==> config.mk <==
export PLATFORM = sky130hd
export DESIGN_NAME = output_arbiter_flat
export DESIGN_NICKNAME = d
export VERILOG_FILES = /design/src/rtl/output_arbiter_if.sv /design/src/rtl/output_arbiter.sv /design/src/flat_wrapper.sv
export SDC_FILE = /design/constraint.sdc
export NUM_CORES = 1
export LEC_CHECK = 0
export BUFFER_PORTS_ARGS = -buffer_cell sky130_fd_sc_hd__buf_4
export CAP_MARGIN = 0
export CORE_MARGIN = 4
export CORE_UTILIZATION = 40
export DETAILED_ROUTE_END_ITERATION = 10
export PLACE_DENSITY_LB_ADDON = 0.05
export SYNTH_ARGS = -nofsm -noshare
export SYNTH_HDL_FRONTEND = slang
export SYNTH_SLANG_ARGS = --single-unit
==> constraint.sdc <==
create_clock -name clk -period 15.1 [get_ports clk]
set_input_delay 2.265 -clock clk [delete_from_list [all_inputs] [get_ports clk]]
set_output_delay 2.265 -clock clk [all_outputs]
set_load 0.01 [all_outputs]
==> src/rtl/output_arbiter_if.sv <==
`default_nettype none
// ============================================================================
// output_arbiter_if : request/grant bundle between input-port FSMs and one
//                     output-port arbiter.          Revision 1.0
// ============================================================================
interface output_arbiter_if #(
   parameter int NPORT   = 5,
   parameter int PORTIDW = 3
);
   logic [NPORT-1:0]   arb_request_i;
   logic [NPORT-1:0]   arb_stb_i;
   logic               arb_pack_i;
   logic               arb_cancel_i;
   logic [NPORT-1:0]   arb_grant_o;
   logic [NPORT-1:0]   arb_deny_o;
   logic [PORTIDW-1:0] arb_sel_o;
   logic               arb_sel_valid_o;
   logic               arb_busy_o;

   modport slave (
      input  arb_request_i, arb_stb_i, arb_pack_i, arb_cancel_i,
      output arb_grant_o, arb_deny_o, arb_sel_o, arb_sel_valid_o, arb_busy_o
   );

   modport master (
      output arb_request_i, arb_stb_i, arb_pack_i, arb_cancel_i,
      input  arb_grant_o, arb_deny_o, arb_sel_o, arb_sel_valid_o, arb_busy_o
   );
endinterface
`default_nettype wire

==> src/rtl/output_arbiter.sv <==
`default_nettype none
// ============================================================================
// output_arbiter : round-robin circuit arbiter for one router output port.
//                  Revision 1.0
// ============================================================================
module output_arbiter #(
   parameter int NPORT   = 5,
   parameter int PORTIDW = 3,
   parameter int TIMEOUT = 16,
   parameter int CNTW    = 5
) (
   input  wire logic       clk,
   input  wire logic       reset,
   output_arbiter_if.slave arb
);
   localparam logic [PORTIDW-1:0] c_last_port = PORTIDW'(NPORT - 1);
   localparam logic [PORTIDW:0]   c_nport     = (PORTIDW + 1)'(NPORT);
   localparam logic [CNTW-1:0]    c_cnt_last  = CNTW'(TIMEOUT - 1);

   typedef enum logic [1:0] {
      ST_IDLE      = 2'd0,
      ST_WAIT_PACK = 2'd1,
      ST_LOCK      = 2'd2
   } state_t;

   state_t             r_state;
   logic [PORTIDW-1:0] r_ptr;
   logic [PORTIDW-1:0] r_owner;
   logic [CNTW-1:0]    r_cnt;
   logic [NPORT-1:0]   r_denied;
   logic [NPORT-1:0]   r_grant;
   logic [NPORT-1:0]   r_deny;
   logic               r_sel_valid;
   logic               r_busy;

   logic [NPORT-1:0]   w_elig;
   logic [NPORT-1:0]   w_owner_oh;
   logic [NPORT-1:0]   w_win_oh;
   logic [NPORT-1:0]   w_deny_nxt;
   logic [2*NPORT-1:0] w_rot;
   logic [PORTIDW-1:0] w_off;
   logic [PORTIDW-1:0] w_winner;
   logic [PORTIDW-1:0] w_ptr_nxt;
   logic [PORTIDW:0]   w_sum;
   logic               w_found;
   logic               w_owner_stb;

   assign w_elig      = arb.arb_request_i & arb.arb_stb_i & ~r_denied;
   assign w_owner_oh  = NPORT'(1) << r_owner;
   assign w_owner_stb = |(arb.arb_stb_i & w_owner_oh);

   // Rotate eligibility so bit 0 sits at the pointer; lowest set bit is the offset.
   always_comb begin
      w_rot   = {w_elig, w_elig} >> r_ptr;
      w_found = |w_elig;
      w_off   = '0;
      for (int k = NPORT - 1; k >= 0; k--) begin
         if (w_rot[k]) w_off = PORTIDW'(k);
      end
      w_sum = {1'b0, r_ptr} + {1'b0, w_off};
      if (w_sum >= c_nport) w_sum = w_sum - c_nport;
      w_winner  = w_sum[PORTIDW-1:0];
      w_ptr_nxt = (w_winner == c_last_port) ? '0 : w_winner + PORTIDW'(1);
      w_win_oh  = NPORT'(1) << w_winner;
   end

   always_comb begin
      w_deny_nxt = '0;
      case (r_state)
         ST_IDLE: begin
            if (w_found) w_deny_nxt = w_elig & ~w_win_oh;
         end
         ST_WAIT_PACK: begin
            w_deny_nxt = w_elig & ~w_owner_oh;
            if (w_owner_stb &&
                (arb.arb_cancel_i || (!arb.arb_pack_i && r_cnt == c_cnt_last)))
               w_deny_nxt = w_deny_nxt | w_owner_oh;
         end
         ST_LOCK: begin
            w_deny_nxt = w_elig & ~w_owner_oh;
         end
         default: begin
            w_deny_nxt = '0;
         end
      endcase
   end

   always_ff @(posedge clk) begin
      if (!reset) begin
         r_state     <= ST_IDLE;
         r_ptr       <= '0;
         r_owner     <= '0;
         r_cnt       <= '0;
         r_denied    <= '0;
         r_grant     <= '0;
         r_deny      <= '0;
         r_sel_valid <= 1'b0;
         r_busy      <= 1'b0;
      end else begin
         r_grant  <= '0;
         r_deny   <= w_deny_nxt;
         // A deny sticks until that input drops its strobe.
         r_denied <= (r_denied | w_deny_nxt) & arb.arb_stb_i;
         case (r_state)
            ST_IDLE: begin
               if (w_found) begin
                  r_state     <= ST_WAIT_PACK;
                  r_owner     <= w_winner;
                  r_ptr       <= w_ptr_nxt;
                  r_cnt       <= '0;
                  r_grant     <= w_win_oh;
                  r_sel_valid <= 1'b1;
                  r_busy      <= 1'b1;
               end
            end
            ST_WAIT_PACK: begin
               if (!w_owner_stb || arb.arb_cancel_i) begin
                  r_state     <= ST_IDLE;
                  r_sel_valid <= 1'b0;
                  r_busy      <= 1'b0;
               end else if (arb.arb_pack_i) begin
                  r_state <= ST_LOCK;
               end else if (r_cnt == c_cnt_last) begin
                  r_state     <= ST_IDLE;
                  r_sel_valid <= 1'b0;
                  r_busy      <= 1'b0;
               end else begin
                  r_cnt <= r_cnt + CNTW'(1);
               end
            end
            ST_LOCK: begin
               if (!w_owner_stb || arb.arb_cancel_i) begin
                  r_state     <= ST_IDLE;
                  r_sel_valid <= 1'b0;
                  r_busy      <= 1'b0;
               end
            end
            default: begin
               r_state     <= ST_IDLE;
               r_sel_valid <= 1'b0;
               r_busy      <= 1'b0;
            end
         endcase
      end
   end

   assign arb.arb_grant_o     = r_grant;
   assign arb.arb_deny_o      = r_deny;
   assign arb.arb_sel_o       = r_owner;
   assign arb.arb_sel_valid_o = r_sel_valid;
   assign arb.arb_busy_o      = r_busy;

endmodule
`default_nettype wire

==> src/flat_wrapper.sv <==
// flat-port wrapper written by rule: the top's interface ports become plain ports
module output_arbiter_flat 
#(
   parameter int NPORT   = 5,
   parameter int PORTIDW = 3,
   parameter int TIMEOUT = 16,
   parameter int CNTW    = 5
)
  (clk, reset, arb_arb_request_i, arb_arb_stb_i, arb_arb_pack_i, arb_arb_cancel_i, arb_arb_grant_o, arb_arb_deny_o, arb_arb_sel_o, arb_arb_sel_valid_o, arb_arb_busy_o);
  output_arbiter_if #(.NPORT(NPORT), .PORTIDW(PORTIDW)) arb_i ();
  input  wire logic clk;
  input  wire logic reset;
  input wire logic [$bits(arb_i.arb_request_i)-1:0] arb_arb_request_i;
  input wire logic [$bits(arb_i.arb_stb_i)-1:0] arb_arb_stb_i;
  input wire logic [$bits(arb_i.arb_pack_i)-1:0] arb_arb_pack_i;
  input wire logic [$bits(arb_i.arb_cancel_i)-1:0] arb_arb_cancel_i;
  output wire logic [$bits(arb_i.arb_grant_o)-1:0] arb_arb_grant_o;
  output wire logic [$bits(arb_i.arb_deny_o)-1:0] arb_arb_deny_o;
  output wire logic [$bits(arb_i.arb_sel_o)-1:0] arb_arb_sel_o;
  output wire logic [$bits(arb_i.arb_sel_valid_o)-1:0] arb_arb_sel_valid_o;
  output wire logic [$bits(arb_i.arb_busy_o)-1:0] arb_arb_busy_o;
  assign arb_i.arb_request_i = arb_arb_request_i;
  assign arb_i.arb_stb_i = arb_arb_stb_i;
  assign arb_i.arb_pack_i = arb_arb_pack_i;
  assign arb_i.arb_cancel_i = arb_arb_cancel_i;
  assign arb_arb_grant_o = arb_i.arb_grant_o;
  assign arb_arb_deny_o = arb_i.arb_deny_o;
  assign arb_arb_sel_o = arb_i.arb_sel_o;
  assign arb_arb_sel_valid_o = arb_i.arb_sel_valid_o;
  assign arb_arb_busy_o = arb_i.arb_busy_o;
  output_arbiter #(.NPORT(NPORT), .PORTIDW(PORTIDW), .TIMEOUT(TIMEOUT), .CNTW(CNTW)) u_core (.clk(clk), .reset(reset), .arb(arb_i));
endmodule
[After elaboration in Yosys (flattened, before gate mapping)]
Cells that the tools add are included.
Storage, ports and cells
  bits of input ports: 14
  word-level logic and storage cells: 81
  flip-flop bits (word level): 29
  output and inout bits: 15
Cells by class
  shift operators: 3
  reductions and logical operators: 15
  $lt $le $gt $ge: 1
  add/sub/neg operators: 4
  bitwise operators: 11
  multiplexer cells: 27
  equality and inequality tests: 12
Operators by type and width (number)
  AND 5 bit: 6
  2-to-1 mux 5 bit: 6
  2-to-1 mux 3 bit: 7
  NOT 5 bit: 3
  case mux 5 bit (3 select lines): 1
  2-to-1 mux 2 bit: 5
  OR 5 bit: 2
  case mux 5 bit (2 select lines): 1
  OR reduction 5 bit: 2
  left shift 1 x 3 -> 5 bit, first input constant: 2
  >> shifter 10 x 3 -> 5 bit: 1
  inequality test 2 bit, second input constant: 3
  case mux 2 bit (3 select lines): 1
  AND reduction 3 bit: 2
  adder 5 x 1 -> 5 bit, second input constant: 1
  == test 5 x 4 -> 1 bit, second input constant: 1
  2-to-1 mux 1 bit: 5
  AND reduction 5 bit: 1
  adder 3 x 3 -> 4 bit: 1
  >= comparator 4 x 3 -> 1 bit, second input constant: 1
  inequality test 2 x 1 -> 1 bit, second input constant: 2
  inequality test 4 x 2 -> 1 bit, second input constant: 1
  AND reduction 4 bit: 1
  adder 3 x 1 -> 3 bit, second input constant: 1
  13 further kinds: 16

[Longest topological paths before layout]
Gate-level depths: netlist (run 1).
  depth in word-level cells: 18
  gate-level depth with buffers: 20

[Worst setup path after synthesis (run 1)]
No wires, ideal clock.
  kind: input to register
  start: input port arb_arb_stb_i[2]
  end: register u_core.r_denied[3]
  path slack: 8.773 ns
  arrival: 6.268 ns
  path buffers: 0
  cell stages on the path: 19
  required time: 15.041 ns
  cell sequence: and3b_1 -> mux4_2 -> mux2_4 -> a2bb2o_2 -> o211ai_2 -> ha_1 -> fa_1 -> inv_1 -> ha_1 -> nor2b_1 -> o22ai_2 -> mux2i_1 -> inv_1 -> ha_1 -> ha_1 -> mux2_2 -> o22ai_1 -> a32o_1 -> o211a_1
Between the ends
  longest elaborated chain between the ends: 18
  elaborated cells between the ends (all ways): 24
Ends and longest elaborated chain
  start, declared: line flat_wrapper.sv:14  | input wire logic [$bits(arb_i.arb_stb_i)-1:0] arb_arb_stb_i;
  AND 5 bit * (2 in a row): line output_arbiter.sv:48  | assign w_elig = arb.arb_request_i & arb.arb_stb_i & ~r_denied;
  >> shifter 10 x 3 -> 5 bit *: line output_arbiter.sv:54  | w_rot = {w_elig, w_elig} >> r_ptr;
  2-to-1 mux 3 bit (4 in a row): line output_arbiter.sv:58  | if (w_rot[k]) w_off = PORTIDW'(k);
  2-to-1 mux 3 bit *: line output_arbiter.sv:58
  adder 3 x 3 -> 4 bit *: line output_arbiter.sv:60  | w_sum = {1'b0, r_ptr} + {1'b0, w_off};
  >= comparator 4 x 3 -> 1 bit or subtractor 3 bit (tied branches): line output_arbiter.sv:61  | if (w_sum >= c_nport) w_sum = w_sum - c_nport;
  2-to-1 mux 3 bit *: line output_arbiter.sv:61
  left shift 1 x 3 -> 5 bit *: line output_arbiter.sv:64  | w_win_oh = NPORT'(1) << w_winner;
  net u_core.w_win_oh[3]: line output_arbiter.sv:38  | logic [NPORT-1:0] w_win_oh;
  NOT 5 bit *: line output_arbiter.sv:71  | if (w_found) w_deny_nxt = w_elig & ~w_win_oh;
  AND 5 bit *: line output_arbiter.sv:71
  2-to-1 mux 5 bit *: line output_arbiter.sv:71
  case mux 5 bit (3 select lines) *: line output_arbiter.sv:69  | case (r_state)
  OR 5 bit *: line output_arbiter.sv:103  | r_denied <= (r_denied | w_deny_nxt) & arb.arb_stb_i;
  AND 5 bit *: line output_arbiter.sv:103
  end signal, assigned: line output_arbiter.sv:103
  end, declared: line output_arbiter.sv:30  | logic [NPORT-1:0] r_denied;
The timed path passes the listed nets; every way through them passes the cells marked *.
A chain may end at the register's enable or synchronous reset.

[Final worst setup path (run 1)]
Same ends and word-level chain as after synthesis.

==> results list, run 1 <==
- Ranked by total cell area, the synthesized netlist is headed by sky130_fd_sc_hd__dfxtp_1, sky130_fd_sc_hd__ha_1, sky130_fd_sc_hd__mux4_2.
- Leading cell type by number of instances after synthesis: sky130_fd_sc_hd__dfxtp_1
* Worst min-delay path startpoint: u_core.r_denied[0]
* Distinct cell type count after synthesis: 61
- Initial core utilization: 41.3%
- Top cell type's share of synthesized area: 27.6%
* Fill cell instance count of the final layout: 526
- Worst-Margin Slew: 0.697 ns
- DR vias: 1849
- Clock slew at the register clock pins of the worst setup and hold paths: 0.06 ns
* Yosys warnings: 0
* CTS Buffer Depth: 2
- In this run the mean area of a mapped cell was 8.71 µm².
- Final total negative setup slack: 0 ns
- The cell family contributing the most delay on the critical path is adder cells.
- Worst Path Max Fanout: 8
* Hold violation count in the final report: 0
- Top Ports: 29
- Post-CTS Resized: 0
- The first global-routing pass estimated 8540 µm of wire.
* Share of the cycle needed by the critical path after routing: 44.0%
* DRC Markers: 0
* Vias in the first global route: 1745
* Antenna Diode Count: 0
- Counting flops with a built-in enable in the synthesized netlist gives 0.
- Number of storage elements in the synthesis netlist: 29
- The area growth from synthesis to layout is 15.0%.
- FF-to-FF Start: u_core.r_ptr[1]
- Most common cell on crit path: sky130_fd_sc_hd__ha_1
* Combined area of the multi-input logic cells: 0.00141 mm²
- In this run the remaining antenna-violating nets after routing total 0.
- The analysis attributes to cell leakage a power of 1.01 nW.
- Post-synth top cells: sky130_fd_sc_hd__dfxtp_1, sky130_fd_sc_hd__nand2_1, sky130_fd_sc_hd__inv_1, sky130_fd_sc_hd__nor2_1
* Critical Path, Cell by Cell: buf_4, and3b_1, mux4_2, mux2_4, a2bb2o_2, o211ai_2, ha_1, fa_1, inv_1, ha_1, nor2b_1, o22ai_2, mux2i_1, inv_1, ha_1, ha_1, mux2_2, o22ai_1, a32o_1, o211a_1
* Ratio of routed vias to standard cells: 5.54
- Entering global routing, the biggest net connects 31 pins.
* Number of antenna violations at the first check in global routing: 0
* Arrival time of data at the critical path endpoint: 6.87 ns
- Number of rows created at floorplan: 26
* WL final: 5090 µm
* Hold buffer count at cts: 0
- STA classifies the critical path startpoint as an input pin.
- Share of synthesized registers carrying an async set or reset: 0%
- H-tree depth: 2
- R2r setup slk: 9.91 ns
- In this run the tool buffered the top-level ports with 28 buffer cells.
- STA classifies the critical path endpoint as a flip-flop.
- CP Class: in2reg
- Number of maximum-capacitance violations: 0
- On the final layout, the worst clock skew is 0.00367 ns.
- For the finished layout, the period the worst path requires is 6.65 ns.
* Syn Std Cell Area: 0.00211 mm²
- Setup repair after global routing left no endpoint under its margin.
- Result of the run: finished, final reports clean
* CTS tree: yes
- Max Clk Rate: 150 MHz
- Net count, final: 287
* Leading area contributor after synthesis: sky130_fd_sc_hd__dfxtp_1
* Root buf cell: sky130_fd_sc_hd__clkbuf_8
* Critical path data required time: 15.33 ns
- Setup-violating endpoint count in the final report: 0
- Top_reg_cell synth: sky130_fd_sc_hd__dfxtp_1
- Die outline width: 80.6 µm
- Master of the slowest instance on the critical path: sky130_fd_sc_hd__fa_1
* Std-Cell Core Area: 0.00511 mm²
- Iter 0 DRT Violations: 80
- Worst min-delay path class: reg2reg
* All-Layer GR Usage: 16.9%
- For this design the ratio of total power to cell area is 179 mW/mm².
* Final non-filler cell total: 334
- After synthesis, flip-flops and latches occupy 27.6% of the total area.
- Worst stage delay on the critical path: 0.59 ns
* Max rail drop VDD: 0.0000954 V
- Number of buffers created by CTS: 5
- Grt ovf: 0
- Registers take 581 µm².
* WL per Instance: 15.2 µm
- CTS saw 29 sinks.
- After layout, the design draws a total of 433 µW.
- Clock latency on the worst-skew pair: 0.28 ns
* Synthesized net count: 266
* DRT Pass-1 Iters: 4
* Number of buffers inserted to repair setup after CTS: 0
* Die Footprint: 0.00649 mm²
- Instance count after placement with tap cells included: 326
- Routability-driven placement finished with a final weighted congestion of 0.818.
- In this run the worst setup path begins at arb_arb_stb_i[2].
* Post-detail-place hpwl: 3900 µm
* Slew margin rel.: 53.2%
- The number of pins with negative max-slew slack in the final report came to 0.
- Counting every instance in the synthesized netlist gives 242.
* Die extent in y: 80.6 µm
- Crit path buf inv count: 3
- The post-route netlist has 19.3% of its cells at a drive strength greater than 1.
==> final cells by class <==
type,instances,share of cell area (%)
sequential,29,24.0
tap,70,3.62
multi-input combinational,185,58.0
clock buffer,5,2.84
clock inverter,3,0.723
timing repair buffer,28,8.68
inverter,14,2.17
==> path summary, 6_finish.rpt <==
check | end | cells after the start
hold reg to reg | u_core.r_denied[0] | 2
setup / recovery | u_core.r_denied[3] | 20
setup reg to reg | u_core.r_denied[3] | 19
hold / removal | u_core.r_denied[0] | 2
==> state kept, by name, indices dropped and copies added (netlist names) <==
signal	cells
u_core.arb.arb_deny_o	5
u_core.arb.arb_grant_o	5
u_core.r_cnt	5
u_core.r_denied	5
u_core.arb.arb_sel_o	3
u_core.r_ptr	3
u_core.r_state	2
u_core.arb.arb_sel_valid_o	1
==> worst register-to-register path: stages, from the launching register on <==
cell and delay (ns):
sky130_fd_sc_hd__dfxtp_1 0.73, sky130_fd_sc_hd__inv_1 0.20, sky130_fd_sc_hd__mux4_2 0.51, sky130_fd_sc_hd__or3_1 0.35, sky130_fd_sc_hd__a2bb2o_2 0.27, sky130_fd_sc_hd__o211ai_2 0.07, sky130_fd_sc_hd__ha_1 0.22, sky130_fd_sc_hd__fa_1 0.50
sky130_fd_sc_hd__inv_1 0.11, sky130_fd_sc_hd__ha_1 0.30, sky130_fd_sc_hd__nor2b_1 0.22, sky130_fd_sc_hd__o22ai_2 0.14, sky130_fd_sc_hd__mux2i_1 0.28, sky130_fd_sc_hd__inv_1 0.10, sky130_fd_sc_hd__ha_1 0.19, sky130_fd_sc_hd__ha_1 0.21
sky130_fd_sc_hd__mux2_2 0.27, sky130_fd_sc_hd__o22ai_1 0.16, sky130_fd_sc_hd__a32o_1 0.17, sky130_fd_sc_hd__o211a_1 0.13
==> cell usage in the layout, fill, tap and decap left out, drive strengths merged, types with 6 or more instances in the layout <==
| master | netlist | routed |
|---|---|---|
| o211ai | 8 | 8 |
| o21ai | 10 | 10 |
| mux2i | 7 | 7 |
| nor3b | 6 | 6 |
| and3b | 6 | 6 |
| nand3b | 8 | 8 |
| inv | 14 | 14 |
| nand3 | 6 | 6 |
| ha | 9 | 9 |
| a21oi | 7 | 7 |
| nand2b | 6 | 6 |
| nor2 | 12 | 12 |
| nand2 | 21 | 21 |
| a21boi | 7 | 7 |
| dfxtp | 29 | 29 |
| buf | 4 | 28 |
==> layer usage <==
metal | GRT usage [%] | routed length (µm)
met1 | 24.5 | 2570
met4 | 4.56 | 61
met5 | 0 | 0
met3 | 3.03 | 265
met2 | 25.6 | 2200
==> cell families after synthesis <==
logic type                 after synthesis  synth area share (%)
AOI/OAI and AO/OA                       61                  21.6
DFF                                     29                  27.6
muxes                                   15                  10.6
buffers and inverters                   28                  5.76
adders and majority gates               10                  6.29
xor gates and xnor gates                 5                  2.08
and+or+nand+nor                         94                  26.1
==> where the power goes <==
part           leakage (nW)  total (mW)  internal [mW]  switching (mW)
clock network        0.0439      0.0614         0.0317          0.0298
registers             0.237       0.113         0.0924          0.0202
logic                 0.726       0.259          0.115           0.145
total                  1.01       0.433          0.239           0.195
==> metrics by stage <==
step / cell area, µm² / worst slack [ns] / hold WS, ns / utilization, %
floorplan: 2110 / 8.77 / 0.434 / -
global placement: 2340 / 8.25 / 0.454 / 45.7
detailed placement: 2340 / 8.21 / 0.458 / 45.7
CTS: 2420 / 8.47 / 0.467 / 47.4
global route: 2420 / 8.22 / 0.522 / 47.4
finish: 2420 / 8.45 / 0.473 / 47.4
(Power assumes the default switching activity.)
==> run 2: changes to the inputs <==
==> constraint.sdc (replaced) <==
create_clock -name clk -period 6.2 [get_ports clk]
set_input_delay 0.93 -clock clk [delete_from_list [all_inputs] [get_ports clk]]
set_output_delay 0.93 -clock clk [all_outputs]
set_load 0.01 [all_outputs]
==> run 2 against run 1 <==
Worst setup slack got worse by 7.5 ns. Largest cell class unchanged. Critical path type unchanged. Critical endpoint unchanged. Largest power group unchanged. Utilization rose by 0.15 points. Clock skew rose by 0.0031 ns.
==> results list, run 2 (same netlist as run 1, synthesis figures left out) <==
* DRT Pass-1 Iters: 4 (unchanged)
- The startpoint identified for the worst register-to-register timing path is u_core.r_ptr[1].
- CTS Buffer Depth: 2 (unchanged)
- CP endpoint kind: flip-flop
* Result of the run: finished, final reports clean
- Clock slew at the register clock pins of the worst setup and hold paths: 0.06 ns (about the same)
- Max Clk Rate: 190 MHz
* Startpoint types: input pin
- The cell count of the worst hold path is 2 (unchanged).
* Switching share of total power: 45.1% (+0.15 points)
* Worst Reg2Reg Path Length in Cells: 19 (unchanged)
- Hold violation count in the final report: 0 (unchanged)
- Final worst clock skew: 0.00673 ns (+0.00306 ns)
- DR vias: 1838 (-0.59%)
- Setup-violating endpoint count in the final report: 0 (unchanged)
* Final non-filler cell total: 335 (+0.30%)
- The number of buffers inserted to repair setup after CTS was 0 (unchanged).
- From synthesis to final layout, the design area changed by 15.3%.
* Worst min-delay path startpoint: u_core.r_cnt[4]
* Critical path data required time: 6.43 ns (-8.90 ns)
- R2r setup slk: 1.05 ns (-8.86 ns)
- Worst min-delay path class: reg2reg
- Largest net degree at the start of global routing: 31 (unchanged)
* Post-CTS Resized: 0 (unchanged)
* Initial core utilization: 41.3% (unchanged)
* H-tree depth: 2 (unchanged)
- Reg2Reg Capture Point: u_core.r_denied[3]
- The relative slew slack is 56.7% (+3.5 points).
- The number of pins with negative max-slew slack in the final report came to 0 (unchanged).
- The critical path data arrival time came to 5.49 ns (-1.38 ns).
- Ratio of routed vias to standard cells: 5.49 (-0.89%)
* Die outline width: 80.6 µm (unchanged)
- The library cells used most frequently in the layout, excluding fill and tap cells, are sky130_fd_sc_hd__buf_4, sky130_fd_sc_hd__dfxtp_1, sky130_fd_sc_hd__nand2_1.
* Grt ovf: 0 (unchanged)
* Share of layout cells above drive strength 1: 19.6% (+0.30 points)
- The count of antenna diodes in the layout is 0 (unchanged).
* Proportion of power drawn by flip-flops and latches: 25.8% (-0.2 points)
* Unrepaired setup endpoints after global routing: no
* Number of maximum-capacitance violations: 0 (unchanged)
- Iter 0 DRT Violations: 108 (+35%)
* DRC Markers: 0 (unchanged)
- The overall routing resource usage is 17.1% (+0.20 points).
- The cell internal power dissipation came to 586 µW (+150%).
- Final RePlAce weighted congestion: 0.815 (-0.32%)
* Worst Path Max Fanout: 8 (unchanged)
* CTS tree: yes
* Number of antenna violations at the first check in global routing: 0 (unchanged)
- The number of sinks handled by clock tree synthesis came to 29 (unchanged).
* Root buf cell: sky130_fd_sc_hd__clkbuf_8
- Top Ports: 29 (unchanged)
- The number of I/O port buffers came to 28 (unchanged).
- Hold buffer count at cts: 0 (unchanged)
* Die extent in y: 80.6 µm (unchanged)
* Final total negative setup slack: 0 ns (unchanged)
- The wire length per cell after detailed routing was 15.5 µm (+1.5%).
- Number of rows created at floorplan: 26 (unchanged)
- The final critical path takes up 84.8% of the cycle.
- Start point of the critical path: arb_arb_stb_i[2]
- The power consumption is 1.07 mW (+150%).
- Sw power: 481 µW (+150%)
- Instance count after placement with tap cells included: 327 (+0.31%)
- After layout, the minimum clock period comes to 5.26 ns.
- The total clock buffers created by CTS is 5 (unchanged).
* Areal power density over the cells: 439 mW/mm² (+150%)
- The overall die area is 0.00649 mm² (unchanged).
- Clock share of power: 14.3% (about the same)
- WL final: 5180 µm (+1.8%)
- Max rail drop VDD: 0.000253 V (+160%)
- The setup path with the least slack is of type in2reg.
* Post-detail-place hpwl: 3970 µm (+1.8%)
- The final net count is 288 (+0.35%).
- Combinational share of power: 59.9% (about the same)
- The slew at the pin closest to its max-slew limit was 0.649 ns (-0.0486 ns).
* End of the worst hold path: u_core.r_cnt[4]
- Global-route wire length before repair: 8600 µm (+0.73%)
- The number of routed nets with antenna violations came to 0 (unchanged).
- Std-Cell Core Area: 0.00511 mm² (unchanged)
* Lkg Pwr: 1.01 nW (+0.43%)
- Clock latency on the worst-skew pair: 0.29 ns (about the same)
- The number of global-route vias before repair is 1732 (-0.74%).
-- run 2: cell count changes in the layout (fill, tap and decap cells not counted), sizes merged --
cell / previous run / this run
buf: 28 / 29
-- run 2: final cells by class --
cell class	instances	area, µm²
tap	70	87.6
timing repair buffer	29	218
inverter	14	52.6
sequential	29	581
fill	517	2680
multi-input combinational	185	1410
clock buffer	5	68.8
clock inverter	3	17.5
-- run 2: worst max-delay path by stage --
| stage | to | cells after the start |
|---|---|---|
| after floorplan | u_core.r_denied[3] | 19 |
| after global placement | u_core.arb.arb_deny_o[3] | 20 |
| after detailed placement | u_core.r_denied[3] | 20 |
| after CTS | u_core.r_denied[3] | 20 |
| after global routing | u_core.arb.arb_deny_o[3] | 20 |
| final | u_core.r_denied[3] | 20 |
-- run 2: critical path, stage by stage --
cell and delay, ns:
sky130_fd_sc_hd__buf_4 0.13, sky130_fd_sc_hd__and3b_1 0.22, sky130_fd_sc_hd__mux4_2 0.46, sky130_fd_sc_hd__mux2_4 0.28, sky130_fd_sc_hd__a2bb2o_2 0.23, sky130_fd_sc_hd__o211ai_2 0.08, sky130_fd_sc_hd__ha_1 0.23, sky130_fd_sc_hd__fa_1 0.59
sky130_fd_sc_hd__inv_1 0.09, sky130_fd_sc_hd__ha_1 0.27, sky130_fd_sc_hd__nor2b_1 0.17, sky130_fd_sc_hd__o22ai_2 0.28, sky130_fd_sc_hd__mux2i_1 0.32, sky130_fd_sc_hd__inv_1 0.10, sky130_fd_sc_hd__ha_1 0.19, sky130_fd_sc_hd__ha_1 0.21
sky130_fd_sc_hd__mux2_2 0.27, sky130_fd_sc_hd__o22ai_1 0.14, sky130_fd_sc_hd__a32o_1 0.17, sky130_fd_sc_hd__o211a_1 0.13
-- run 2: power by group through the flow --
stage	Sequential, mW	Clock, mW	Combinational [mW]
floorplan	0.258	0	0.486
global placement	0.278	0	0.637
detailed placement	0.279	0	0.633
CTS	0.275	0.159	0.638
global route	0.282	0.167	0.702
finish	0.275	0.153	0.639
-- run 2: metal layers --
layer / share of wire, % / track usage (%) / vias to the layer above
li1: - / - / 934
met1: 51 / 24.9 / 845
met2: 42 / 24.8 / 53
met3: 5.5 / 3.36 / 6
met4: 1.3 / 5.91 / 0
met5: 0 / 0 / -
-- run 2: metrics by stage --
step | worst slack, ns | utilization [%] | hold slack, ns | instance area (µm²)
floorplan | 1.21 | - | 0.434 | 2110
global placement | 0.694 | 45.9 | 0.454 | 2340
detailed placement | 0.680 | 45.9 | 0.462 | 2340
CTS | 0.961 | 47.6 | 0.471 | 2430
global route | 0.645 | 47.6 | 0.500 | 2430
finish | 0.940 | 47.6 | 0.468 | 2430
==> run 3: changes to the inputs <==
==> constraint.sdc (replaced) <==
create_clock -name clk -period 5 [get_ports clk]
set_input_delay 0.75 -clock clk [delete_from_list [all_inputs] [get_ports clk]]
set_output_delay 0.75 -clock clk [all_outputs]
set_load 0.01 [all_outputs]
==> run 3 against run 2 <==
Clock power increased by 25%. Cell count increased by 5.1%. Utilization increased by 2.6 points. Sequential share of layout area decreased by 1.3 points. Final area increased by 5.6%. Largest cell class unchanged.
==> results list, run 3 (same netlist as run 1, synthesis figures left out) <==
- The minimum setup slack after placement was 0.00998 ns (-0.670 ns).
- Clock share of power: 13.4% (-0.9 points)
- WL per Instance: 15.3 µm (-1.4%)
- Most common cell after layout, fill and taps aside: sky130_fd_sc_hd__buf_4
- Global-route wire length before repair: 8910 µm (+3.5%)
* Areal power density over the cells: 559 mW/mm² (+27%)
- Number of maximum-capacitance violations: 0 (unchanged)
- The number of sinks handled by clock tree synthesis came to 29 (unchanged).
* Crit path buf inv count: 3 (unchanged)
* Share of the cycle needed by the critical path after routing: 95.0%
* Reg2Reg Capture Point: u_core.r_denied[3]
* Worst min-delay path startpoint: u_core.r_cnt[4]
- Proportion of power drawn by flip-flops and latches: 23.1% (-2.7 points)
- The first-iteration detailed-routing DRC count is 90 (-17%).
- Antenna Diode Count: 0 (unchanged)
- Counting stages on the worst path, the most repeated cell is sky130_fd_sc_hd__ha_1.
- The via count was 1918 (+4.4%).
* Post-CTS Resized: 0 (unchanged)
- Critical path depth in cells: 20 (unchanged)
* Final number of max-transition violations: 0 (unchanged)
* Number of rows created at floorplan: 26 (unchanged)
* Final critical-path required period: 4.75 ns
- Top Ports: 29 (unchanged)
- The worst setup path is launched from an input pin.
- All-Layer GR Usage: 17.6% (+0.51 points)
- The utilization after layout came to 50.2% (+2.6 points).
* Setup-violating endpoint count in the final report: 0 (unchanged)
- In this run the worst setup path terminates at u_core.r_denied[3].
- The count of hold buffers inserted by post-cts repair is 0 (unchanged).
* Lkg Pwr: 1.10 nW (+8.9%)
- Share of layout cells above drive strength 1: 24.1% (+4.5 points)
* Die Footprint: 0.00649 mm² (unchanged)
- On the critical path the largest part of the delay comes from adder cells.
- The relative slew slack came to 55.0% (-1.7 points).
* Number of buffers inserted to repair setup after CTS: 0 (unchanged)
- Die extent in y: 80.6 µm (unchanged)
- Growth of design area from synthesis to finish: 21.7%
- Die outline width: 80.6 µm (unchanged)
* Combinational share of power: 63.5% (+3.6 points)
- Clock latency on the worst-skew pair: 0.27 ns (-0.02 ns)
- The number of routed nets with antenna violations came to 0 (unchanged).
- The detail-routed via count per cell came to 5.45 (-0.69%).
- The startpoint identified for the worst register-to-register timing path is u_core.r_ptr[1].
* Worst min-delay path class: reg2reg
- Final total negative setup slack: 0 ns (unchanged)
- Sw power: 604 µW (+26%)
- Worst Reg2Reg Path Length in Cells: 18 (-1)
- The residual DRC count came to 0 (unchanged).
- H-tree depth: 2 (unchanged)
* Net count, final: 306 (+6.3%)
* CP Class: in2reg
- The signal on the critical path passes through buf_4, and3b_1, mux4_2, mux2_4, a2bb2o_2, o211ai_2, ha_1, fa_1, inv_1, ha_1, nor2b_1, o22ai_2, mux2i_1, inv_1, ha_1, ha_1, mux2_2, o22ai_1, a32o_1, o211a_1.
- The area of the placeable core is 0.00511 mm² (unchanged).
- In this run the worst setup path begins at arb_arb_stb_i[0].
- The routability-driven placement congestion ratio was 0.837 (+2.7%).
* Worst Slack Setup Final: 0.248 ns (-0.693 ns)
* Number of antenna violations at the first check in global routing: 0 (unchanged)
- Hold violation count in the final report: 0 (unchanged)
- The number of I/O port buffers was 28 (unchanged).
- The library cells used most frequently in the layout, excluding fill and tap cells, are sky130_fd_sc_hd__buf_4, sky130_fd_sc_hd__dfxtp_1, sky130_fd_sc_hd__nand2_1.
- Worst Path Max Fanout: 4 (-4)
- Final non-filler cell area: 0.00256 mm² (+5.6%)
* Grt ovf: 0 (unchanged)
- Worst stage delay on the critical path: 0.53 ns (-0.06 ns)
* CP endpoint kind: flip-flop
- Final worst clock skew: 0.00319 ns (-0.00354 ns)
* WL final: 5370 µm (+3.6%)
- The critical path data arrival time came to 4.97 ns (-0.52 ns).
* Result of the run: finished, final reports clean
- The post-CTS clock slew at the launch and capture registers of the worst setup and hold paths is 0.06 ns (about the same).
- The peak ir drop on the vdd network is 0.000318 V (+26%).
* Max Clk Rate: 210 MHz
- The critical path required time was 5.22 ns (-1.21 ns).
- Fill cell instance count of the final layout: 505 (-2.3%)
- DRT Pass-1 Iters: 4 (unchanged)
- CTS Buffer Depth: 2 (unchanged)
- Vias in the first global route: 1796 (+3.7%)
* Post-detail-place hpwl: 4170 µm (+5.1%)
* Root buf cell: sky130_fd_sc_hd__clkbuf_8
- Number of buffers created by CTS: 5 (unchanged)
* CTS tree: yes
- Switching share of total power: 42.1% (-2.9 points)
- Worst-Margin Slew: 0.670 ns (+0.0218 ns)
* Unrepaired setup endpoints after global routing: no
* Placement-stage cell area: 0.00248 mm² (+5.8%)
* R2r setup slk: 0.41 ns (-0.64 ns)
* Master of the slowest instance on the critical path: sky130_fd_sc_hd__fa_1
* Largest net degree at the start of global routing: 31 (unchanged)
- Initial core utilization: 41.3% (unchanged)
- The cell internal power dissipation was 830 µW (+42%).
run 3: cell types whose count changed in the layout (fill, tap and decap cells not counted), sizes merged:
cell	change
clkinv	-2
buf	+18
clkinvlp	-1
clkbuf	+2
run 3: worst min-delay path, delay by kind of cell (launching register included):
family / cells / cell delay (ns)
AND/OR/NAND/NOR: 1 / 0.05
multiplexers: 1 / 0.06
flip-flops: 1 / 0.31
run 3: area by class of cell:
type	count	area, µm²	area share, %
Sequential cell	29	581	22.6
Inverter	14	52.6	2.05
Tap cell	70	87.6	3.41
Timing Repair Buffer	47	353	13.8
Clock buffer	7	86.3	3.37
Multi-Input combinational cell	185	1410	54.8
run 3: power groups by stage:
stage	sequential [mW]	clock, mW	combinational [mW]
after global routing	0.341	0.210	1.00
after detailed placement	0.337	0	0.909
final	0.332	0.192	0.911
after global placement	0.337	0	0.915
after floorplan	0.320	0	0.602
after CTS	0.332	0.200	0.914
run 3: per-layer routing:
metal / up-vias / wire length, µm / GRT usage, % / share of wire (%)
met3: 4 / 212 / 3.14 / 3.9
met4: 0 / 38 / 4.56 / 0.71
met5: - / 0 / 0 / 0
li1: 971 / - / - / -
met1: 896 / 2670 / 24.4 / 50
met2: 47 / 2450 / 28.1 / 46
run 3: through the flow:
stage	cells	hold WS (ns)	total power [mW]
floorplan	242	0.434	0.922
global placement	345	0.451	1.25
detailed placement	345	0.459	1.25
CTS	352	0.468	1.45
global route	352	0.495	1.55
finish	352	0.467	1.43
run 3: worst min path at each step:
stage                                    end  cells past startpoint
after detailed placement  u_core.r_denied[0]                      2
after CTS                 u_core.r_denied[0]                      2
after global placement       u_core.r_cnt[4]                      2
after floorplan           u_core.r_denied[0]                      2
after global routing         u_core.r_cnt[4]                      2
final                        u_core.r_cnt[4]                      2
